--- src/rtl/i2s_capture_pkg.sv ---
// Shared audio types for the I2S capture path.
// State encoding and default word geometry.
package i2s_capture_pkg;

  localparam int DEFAULT_DATA_WIDTH  = 16;
  localparam int DEFAULT_SYNC_STAGES = 2;

  typedef enum logic [1:0] {
    SEEK  = 2'd0,
    SHIFT = 2'd1,
    PAD   = 2'd2
  } cap_state_t;

endpackage

--- src/rtl/i2s_capture_sync_edge.sv ---
// Synchronizer chain plus one edge-detect register.
// Level, rise and fall are all aligned to the same clk cycle.
module sync_edge #(
  parameter int STAGES = 2
) (
  input  logic clk,
  input  logic reset_n,
  input  logic raw,
  output logic level,
  output logic rise,
  output logic fall
);

  logic [STAGES-1:0] chain;
  logic              last;

  // shift the async input through the chain, then remember last level
  always_ff @(posedge clk or negedge reset_n) begin
    if (!reset_n) begin
      chain <= '0;
      last  <= 1'b0;
    end else begin
      chain[0] <= raw;
      for (int i = 1; i < STAGES; i++) begin
        chain[i] <= chain[i-1];
      end
      last <= chain[STAGES-1];
    end
  end

  assign level = chain[STAGES-1];
  assign rise  = level & ~last;
  assign fall  = ~level & last;

endmodule

--- src/rtl/i2s_capture.sv ---
// Philips I2S receiver: one channel word per ws phase,
// MSB first, handed out on a valid/ready register.
module i2s_capture
  import i2s_capture_pkg::*;
#(
  parameter int DATA_WIDTH  = DEFAULT_DATA_WIDTH,
  parameter int SYNC_STAGES = DEFAULT_SYNC_STAGES
) (
  input  logic                  clk,
  input  logic                  reset_n,
  input  logic                  sclk,
  input  logic                  ws,
  input  logic                  sd,
  input  logic                  enable,
  output logic [DATA_WIDTH-1:0] m_data,
  output logic                  m_chan,
  output logic                  m_valid,
  input  logic                  m_ready,
  input  logic                  clr_err,
  output logic                  locked,
  output logic                  ovf,
  output logic                  frm_err
);

  localparam int CW = $clog2(DATA_WIDTH + 1);
  localparam logic [CW-1:0] LAST_BIT = CW'(DATA_WIDTH - 1);
  localparam logic [CW-1:0] FULL     = CW'(DATA_WIDTH);

  logic sclk_rise;
  logic ws_lvl;
  logic sd_lvl;
  logic unused_sclk_lvl;
  logic unused_sclk_fall;
  logic unused_ws_rise;
  logic unused_ws_fall;
  logic unused_sd_rise;
  logic unused_sd_fall;

  sync_edge #(.STAGES(SYNC_STAGES)) u_sclk (
    .clk     (clk),
    .reset_n (reset_n),
    .raw     (sclk),
    .level   (unused_sclk_lvl),
    .rise    (sclk_rise),
    .fall    (unused_sclk_fall)
  );

  sync_edge #(.STAGES(SYNC_STAGES)) u_ws (
    .clk     (clk),
    .reset_n (reset_n),
    .raw     (ws),
    .level   (ws_lvl),
    .rise    (unused_ws_rise),
    .fall    (unused_ws_fall)
  );

  sync_edge #(.STAGES(SYNC_STAGES)) u_sd (
    .clk     (clk),
    .reset_n (reset_n),
    .raw     (sd),
    .level   (sd_lvl),
    .rise    (unused_sd_rise),
    .fall    (unused_sd_fall)
  );

  cap_state_t            state_q;
  cap_state_t            state_d;
  logic [CW-1:0]         cnt_q;
  logic [CW-1:0]         cnt_d;
  logic [DATA_WIDTH-2:0] shreg_q;
  logic [DATA_WIDTH-2:0] shreg_d;
  logic                  chan_q;
  logic                  chan_d;
  logic                  ws_prev;
  logic                  ws_seen;
  logic                  ws_edge;
  logic                  done;
  logic                  frm_set;
  logic                  ovf_set;
  logic                  load;
  logic [DATA_WIDTH-1:0] word;

  // the first rise after reset/enable only records ws
  assign ws_edge = ws_seen & (ws_lvl ^ ws_prev);
  assign word    = {shreg_q, sd_lvl};
  assign load    = done & (~m_valid | m_ready);
  assign ovf_set = done & m_valid & ~m_ready;

  // ws level seen at the previous bit-clock rise
  always_ff @(posedge clk or negedge reset_n) begin
    if (!reset_n) begin
      ws_prev <= 1'b0;
      ws_seen <= 1'b0;
    end else if (!enable) begin
      ws_seen <= 1'b0;
    end else if (sclk_rise) begin
      ws_prev <= ws_lvl;
      ws_seen <= 1'b1;
    end
  end

  // framing state, bit counter, partial word and channel
  always_ff @(posedge clk or negedge reset_n) begin
    if (!reset_n) begin
      state_q <= SEEK;
      cnt_q   <= '0;
      shreg_q <= '0;
      chan_q  <= 1'b0;
    end else begin
      state_q <= state_d;
      cnt_q   <= cnt_d;
      shreg_q <= shreg_d;
      chan_q  <= chan_d;
    end
  end

  // next state; the rise that shows a ws change still carries
  // the last bit of the word that is ending
  always_comb begin
    state_d = state_q;
    cnt_d   = cnt_q;
    shreg_d = shreg_q;
    chan_d  = chan_q;
    done    = 1'b0;
    frm_set = 1'b0;
    if (!enable) begin
      state_d = SEEK;
      cnt_d   = '0;
      shreg_d = '0;
    end else if (sclk_rise) begin
      unique case (state_q)
        SEEK: begin
          if (ws_edge) begin
            state_d = SHIFT;
            cnt_d   = '0;
            shreg_d = '0;
            chan_d  = ws_lvl;
          end
        end
        SHIFT: begin
          done = (cnt_q == LAST_BIT);
          if (ws_edge) begin
            frm_set = ~done;
            state_d = SHIFT;
            cnt_d   = '0;
            shreg_d = '0;
            chan_d  = ws_lvl;
          end else if (done) begin
            state_d = PAD;
            cnt_d   = FULL;
          end else begin
            cnt_d   = cnt_q + 1'b1;
            shreg_d = word[DATA_WIDTH-2:0];
          end
        end
        PAD: begin
          if (ws_edge) begin
            state_d = SHIFT;
            cnt_d   = '0;
            shreg_d = '0;
            chan_d  = ws_lvl;
          end
        end
        default: begin
          state_d = SEEK;
          cnt_d   = '0;
          shreg_d = '0;
        end
      endcase
    end
  end

  // output register: load on free slot, drop on accept
  always_ff @(posedge clk or negedge reset_n) begin
    if (!reset_n) begin
      m_data  <= '0;
      m_chan  <= 1'b0;
      m_valid <= 1'b0;
    end else if (!enable) begin
      m_valid <= 1'b0;
    end else if (load) begin
      m_data  <= word;
      m_chan  <= chan_q;
      m_valid <= 1'b1;
    end else if (m_valid && m_ready) begin
      m_valid <= 1'b0;
    end
  end

  // sticky error flags; a new event beats a clear
  always_ff @(posedge clk or negedge reset_n) begin
    if (!reset_n) begin
      ovf     <= 1'b0;
      frm_err <= 1'b0;
    end else begin
      if (ovf_set) begin
        ovf <= 1'b1;
      end else if (clr_err) begin
        ovf <= 1'b0;
      end
      if (frm_set) begin
        frm_err <= 1'b1;
      end else if (clr_err) begin
        frm_err <= 1'b0;
      end
    end
  end

  assign locked = (state_q == SHIFT) || (state_q == PAD);

endmodule
--- config.mk ---
export PLATFORM = sky130hd
export DESIGN_NAME = i2s_capture
export DESIGN_NICKNAME = d
export VERILOG_FILES = /design/src/rtl/i2s_capture_pkg.sv /design/src/rtl/i2s_capture_sync_edge.sv /design/src/rtl/i2s_capture.sv
export SDC_FILE = /design/constraint.sdc
export NUM_CORES = 1
export LEC_CHECK = 0
export CAP_MARGIN = 20
export CORE_UTILIZATION = 61
export CTS_BUF_LIST = sky130_fd_sc_hd__clkbuf_2
export DETAILED_ROUTE_END_ITERATION = 8
export GPL_TIMING_DRIVEN = 0
export PLACE_DENSITY = 0.88
export RECOVER_POWER = 50
export REMOVE_ABC_BUFFERS = 1
export SYNTH_ARGS = -nofsm -noshare
export SYNTH_HDL_FRONTEND = slang
export SYNTH_SLANG_ARGS = --single-unit
--- constraint.sdc ---
create_clock -name clk -period 5.7 [get_ports clk]
set_clock_uncertainty 0.05 [all_clocks]
set_input_delay 1.14 -clock clk [delete_from_list [all_inputs] [get_ports clk]]
set_output_delay 1.14 -clock clk [all_outputs]
set_load 0.02 [all_outputs]
; Word level (Yosys, flattened, before mapping)
; Cells that the tools add are included.
[classes]
n_mux = 33
add_sub_neg = 1
n_eq_ne = 8
n_bitwise = 11
n_reduce_logical = 13
[ops]
columns = op, count
row1 = 15-bit two-way mux, 5
row2 = 15-bit one-hot mux with 2 select lines, 1
row3 = 5-bit two-way mux, 5
row4 = 1-bit two-way mux, 15
row5 = 2-bit two-way mux, 5
row6 = 5-bit one-hot mux with 2 select lines, 1
row7 = "4-bit inequality test, second input constant", 2
row8 = 2-bit AND reduction, 3
row9 = 3-bit AND reduction, 2
row10 = "5-bit by 1-bit adder with 5-bit output, second input constant", 1
row11 = 1-bit bitwise AND, 5
row12 = "5-bit by 4-bit equality test with 1-bit output, second input constant", 1
row13 = 1-bit inverter, 4
row14 = 2-bit one-hot mux with 2 select lines, 1
row15 = 4-bit AND reduction, 1
row16 = 2-bit nonzero test, 2
row17 = "3-bit by 1-bit inequality test with 1-bit output, second input constant", 1
row18 = "3-bit by 2-bit inequality test with 1-bit output, second input constant", 1
row19 = 3-bit OR reduction, 1
row20 = "2-bit by 1-bit equality test with 1-bit output, second input constant", 1
row21 = "2-bit equality test, second input constant", 1
row22 = 2-bit logical NOT, 1
row23 = "2-bit by 1-bit inequality test with 1-bit output, second input constant", 1
row24 = 2-bit OR reduction, 1
row25 = other kinds (4), 4
[totals]
elab_cells = 81
regBits = 52
output_inout_bits = 21
in_bits = 8

; Logic depth before layout (Yosys ltp)
[depth]
depth_word = 7
depth_mapped = 8
depth_no_buf = 7

; Cells and area by module
; From an unflattened synthesis, not the netlist that was laid out.
[hier_totals]
cells_unflattened = 158
area_unflattened_um2 = 2178.3
[modules_own_cells]
columns = mod, cells_each, n_inst, area_per_inst_um2
row1 = i2s_capture, 143, 1, 1908.1
row2 = sync_edge, 5, 3, 90.1

; Worst setup path after synthesis
; Ideal clock, no wire load.
[synth_timing]
path_kind = input to register
from = input port m_ready
to = register m_data[10]
t_required_ns = 5.525
path_buffers = 2
setup_slack_ns = 3.569
setup_time_ns = 0.125
path_stages = 5
arrival_time_ns = 1.956
cell_sequence = nand2b_1 > nand2b_4 > buf_6 > buf_12 > mux2_4
[synth_between]
elab_chain_cells = 3
[synth_rtl]
columns = item, line_no
row1 = "start, declared", i2s_capture.sv:18  ; input logic m_ready,
row2 = 1-bit OR, i2s_capture.sv:86  ; assign load = done & (~m_valid | m_ready);
row3 = 1-bit bitwise AND, i2s_capture.sv:86
row4 = 2-bit AND reduction (no line), --
row5 = "end signal, assigned", i2s_capture.sv:182  ; m_data <= word;
row6 = "end, declared", i2s_capture.sv:15  ; output logic [DATA_WIDTH-1:0] m_data,
; No other way between the ends.
; A chain may end at the register's enable or synchronous reset.

; Worst setup path in the final report
[layout_timing]
from = register state_q[0]
to = output port locked
[layout_between]
elab_chain_cells = 2
word_cells_on_any_way = 3
[layout_rtl]
columns = item, line_no
row1 = "start, declared", i2s_capture.sv:66  ; cap_state_t state_q;
row2 = "start signal, assigned", i2s_capture.sv:110  ; state_q <= state_d;
row3 = 2-bit by 1-bit equality test with 1-bit output or 2-bit equality test (tied branches), i2s_capture.sv:209  ; assign locked = (state_q == SHIFT) || (state_q == PAD);
row4 = 1-bit logical OR *, i2s_capture.sv:209
row5 = "end, declared", i2s_capture.sv:20  ; output logic locked,
; Every way passes the cells marked *; elsewhere a longest branch is shown, timed or not.

==> summary.md <==
| Metric | Value |
|---|---|
| Status | finished with violations |
| Violated checks | max-capacitance violations, max-slew violations |
| Worst path arrival time | 1.88 ns |
| Largest net degree at the start of global routing | 36 |
| DRC violations left | 0 |
| CP Class | reg2out |
| Slew HR | -16.8% |
| Max Slew Vio Count | 36 |
| Clock root cell | clkbuf_2 |
| Area of the die | 3790 um2 |
| Max incr delay on CP | 0.59 ns |
| Req. time, crit path | 4.51 ns |
| Share of the synthesized area in the top cell type | 60.1% |
| PortBufs | 28 |
| Global placement routability congestion | 0.830 |
| CTS Buf Count | 5 |
| Global route overflow | 0 |
| RSZ-0062 raised after global routing | false |
| Pre-CTS setup slack | 2.28 ns |
| CTS clk-pin slew, worst paths | 0.22 ns |
| Max_cap viols | 1 |
| Worst Setup End Kind | output pin |
| Post-Syn Area | 2160 um2 |
| Nets | 193 |
| Core Rows | 21 |
| Slew @ Worst Pin | 1.75 ns |
| # diodes | 0 |
| Initial DRC count | 69 |
| CTS Sinks | 52 |
| CP max stage cell | clkdlybuf4s50_1 |
| Die span in x | 61.6 um |
| Register area | 1300 um2 |
| Syn. warnings | 0 |
| Detailed-route wire length per cell | 16.1 um |
| DR pass1 iterations | 4 |
| CTS hold repair buffers | 0 |
| Drt total wl | 3630 um |
| CP Max Fanout | 7 |
| Post-synth EDFFs | 0 |
| Netlist cell types | 35 |
| Max Root-Sink Buffers | 2 |
| Vias in the first global route | 1276 |
| Peak supply drop | 203 uV |
| First-pass GRT wire length | 5760 um |
| Avg Inst Size Synth | 14.6 um2 |
| Overall routing resource usage | 21.5% |
| Setup crit start kind | flip-flop |
| Worst skew pair latency | 0.44 ns |
| Final hold violations | 0 |
| HPWL Detailed | 2520 um |
| Avg Vias per Cell | 5.77 |
| Count of state elements after synthesis | 52 |
| HP Class | reg2reg |
| Post-synthesis sequential area ratio | 60.1% |
| Async set-or-reset flop fraction in the synthesized netlist | 100% |
| CTS tree | built |
| Initial Util | 64.4% |
| Setup TNS Final | 0 ns |
| Cell Pwr Density | 238 nW/um2 |
| Synth area leaders | dfrtp_1, mux2_4, a22o_1 |
| Period utilisation layout | 53.9% |
| Area leader, netlist | dfrtp_1 |
| Final worst slack | 2.63 ns |
| Post_cts resized | 0 |
| Fillers | 250 |
| Core area | 3360 um2 |
| Chip Height | 61.6 um |
| Detail Route Antenna Nets | 0 |
| Area delta synth->final | 15.0% |
| Share of layout cells above drive strength 1 | 19.0% |
| Fin crit period | 3.07 ns |
| Lkg Pwr | 1.19 nW |
| CP cell instances | inv_1, ha_1, clkdlybuf4s50_1 |
| Post-CTS Setup Inserts | 0 |
| Setup violations, final | 0 |
| Commonest register cell after synthesis | dfrtp_1 |
| Maximum clock frequency | 325 MHz |
| Count leader, synth | dfrtp_1 |
| Synth Instances | 148 |
| List of most frequent post-synthesis cells | dfrtp_1, a22o_1, mux2_2, mux2_4 |
| Antenna violations before repair | 0 |
| Area occupied by multi-input gates | 782 um2 |
| H-tree depth | 2 |
| I/O pin count | 29 |
| Vias | 1298 |
-- kinds of logic (layout without fill, tap and decap cells) --
logic type	count (synthesis)	in the layout	synth area share, %
buffers and inverters	12	43	3.76
XOR/XNOR	1	1	0.752
multiplexers	20	20	12.1
AO/OA/AOI/OAI	36	36	13.4
flip-flops	52	52	60.1
AND/OR/NAND/NOR	21	21	6.42
adder cells (fa/ha/maj)	6	6	3.47
-- path summary, 6_finish.rpt --
kind | slack, ns | cells past startpoint | to | from
setup reg to reg | 3.25 | 8 | cnt_q[3] | cnt_q[0]
hold reg to reg | 0.33 | 0 | u_sclk.chain[1] | u_sclk.chain[0]
max in group asynchronous | 2.75 | 2 | cnt_q[1] | reset_n
min in group asynchronous | 0.74 | 1 | m_data[1] | reset_n
setup / recovery | 2.63 | 3 | locked | state_q[0]
hold / removal | 0.33 | 0 | u_sclk.chain[1] | u_sclk.chain[0]
-- area by class of cell --
type                            count  area share (%)
Tap cell                           46            2.31
Clock inverter                      2           0.503
Sequential cell                    52            52.3
Multi-Input combinational cell     84            31.4
Timing Repair Buffer               30            11.6
Clock buffer                        5            1.01
Inverter                            6           0.905
-- cell usage in the layout (no fill, tap or decap) --
cell,instances
clkinv_1,1
clkbuf_1,2
a21oi_1,4
a22o_1,17
dlygate4sd3_1,4
and3b_1,1
xor2_2,1
dfrtp_1,52
nand3b_1,2
a31oi_1,2
clkinv_4,1
inv_1,6
buf_6,1
nor2b_2,1
o22ai_1,2
mux2_2,10
a21oi_2,1
mux2_4,10
nand4_4,1
or3_1,1
clkdlybuf4s50_1,23
o21ai_0,3
nand2b_4,1
nand2b_1,3
a311oi_1,1
and3_1,1
o41ai_1,1
a311o_1,1
nand3_1,2
nand2_1,4
nor2_1,4
ha_1,6
a21o_1,1
a211oi_2,1
clkbuf_2,5
a311oi_2,1
a41oi_1,1
-- metrics by stage --
step / hold slack, ns / area [um2] / power [W] / instances / utilization [%]
after detailed placement: 0.290 / 2460 / 0.000461 / 217 / 73.1
after global placement: 0.282 / 2440 / 0.000456 / 216 / 72.7
after CTS: 0.337 / 2500 / 0.000597 / 224 / 74.2
after global routing: 0.346 / 2490 / 0.000615 / 225 / 74.0
after floorplan: 0.281 / 2110 / 0.000433 / 142 / -
final: 0.333 / 2490 / 0.000591 / 225 / 74.0
-- state kept, by name (all words and copies together), names as in the netlist --
name,cells
m_data,16
state_q,2
u_sd.chain,2
cnt_q,5
u_sclk.last,1
ws_seen,1
m_valid,1
u_sclk.chain,2
chan_q,1
ws_prev,1
frm_err,1
u_ws.chain,2
shreg_q,15
m_chan,1
ovf,1
-- layer usage --
metal  share of wire [%]  track usage [%]
met1                  46             28.9
met5                   0                0
met2                  50             34.9
met4                0.72             5.08
met3                 3.3             6.30
-- power by group --
| part | leakage [nW] | switching [W] | total [W] | internal, W |
|---|---|---|---|---|
| logic | 0.459 | 0.0000404 | 0.0000649 | 0.0000245 |
| clock network | 0.0265 | 0.000110 | 0.000138 | 0.0000275 |
| registers | 0.705 | 0.0000100 | 0.000389 | 0.000379 |
-- worst max-delay path, delay by kind of cell, from the launching register on --
kind                     cells  cell delay [ns]
flip-flops                   1             0.51
buffers and inverters        2             0.68
adder cells (fa/ha/maj)      1             0.28
No activity file was read; power rests on OpenSTA's default activity.
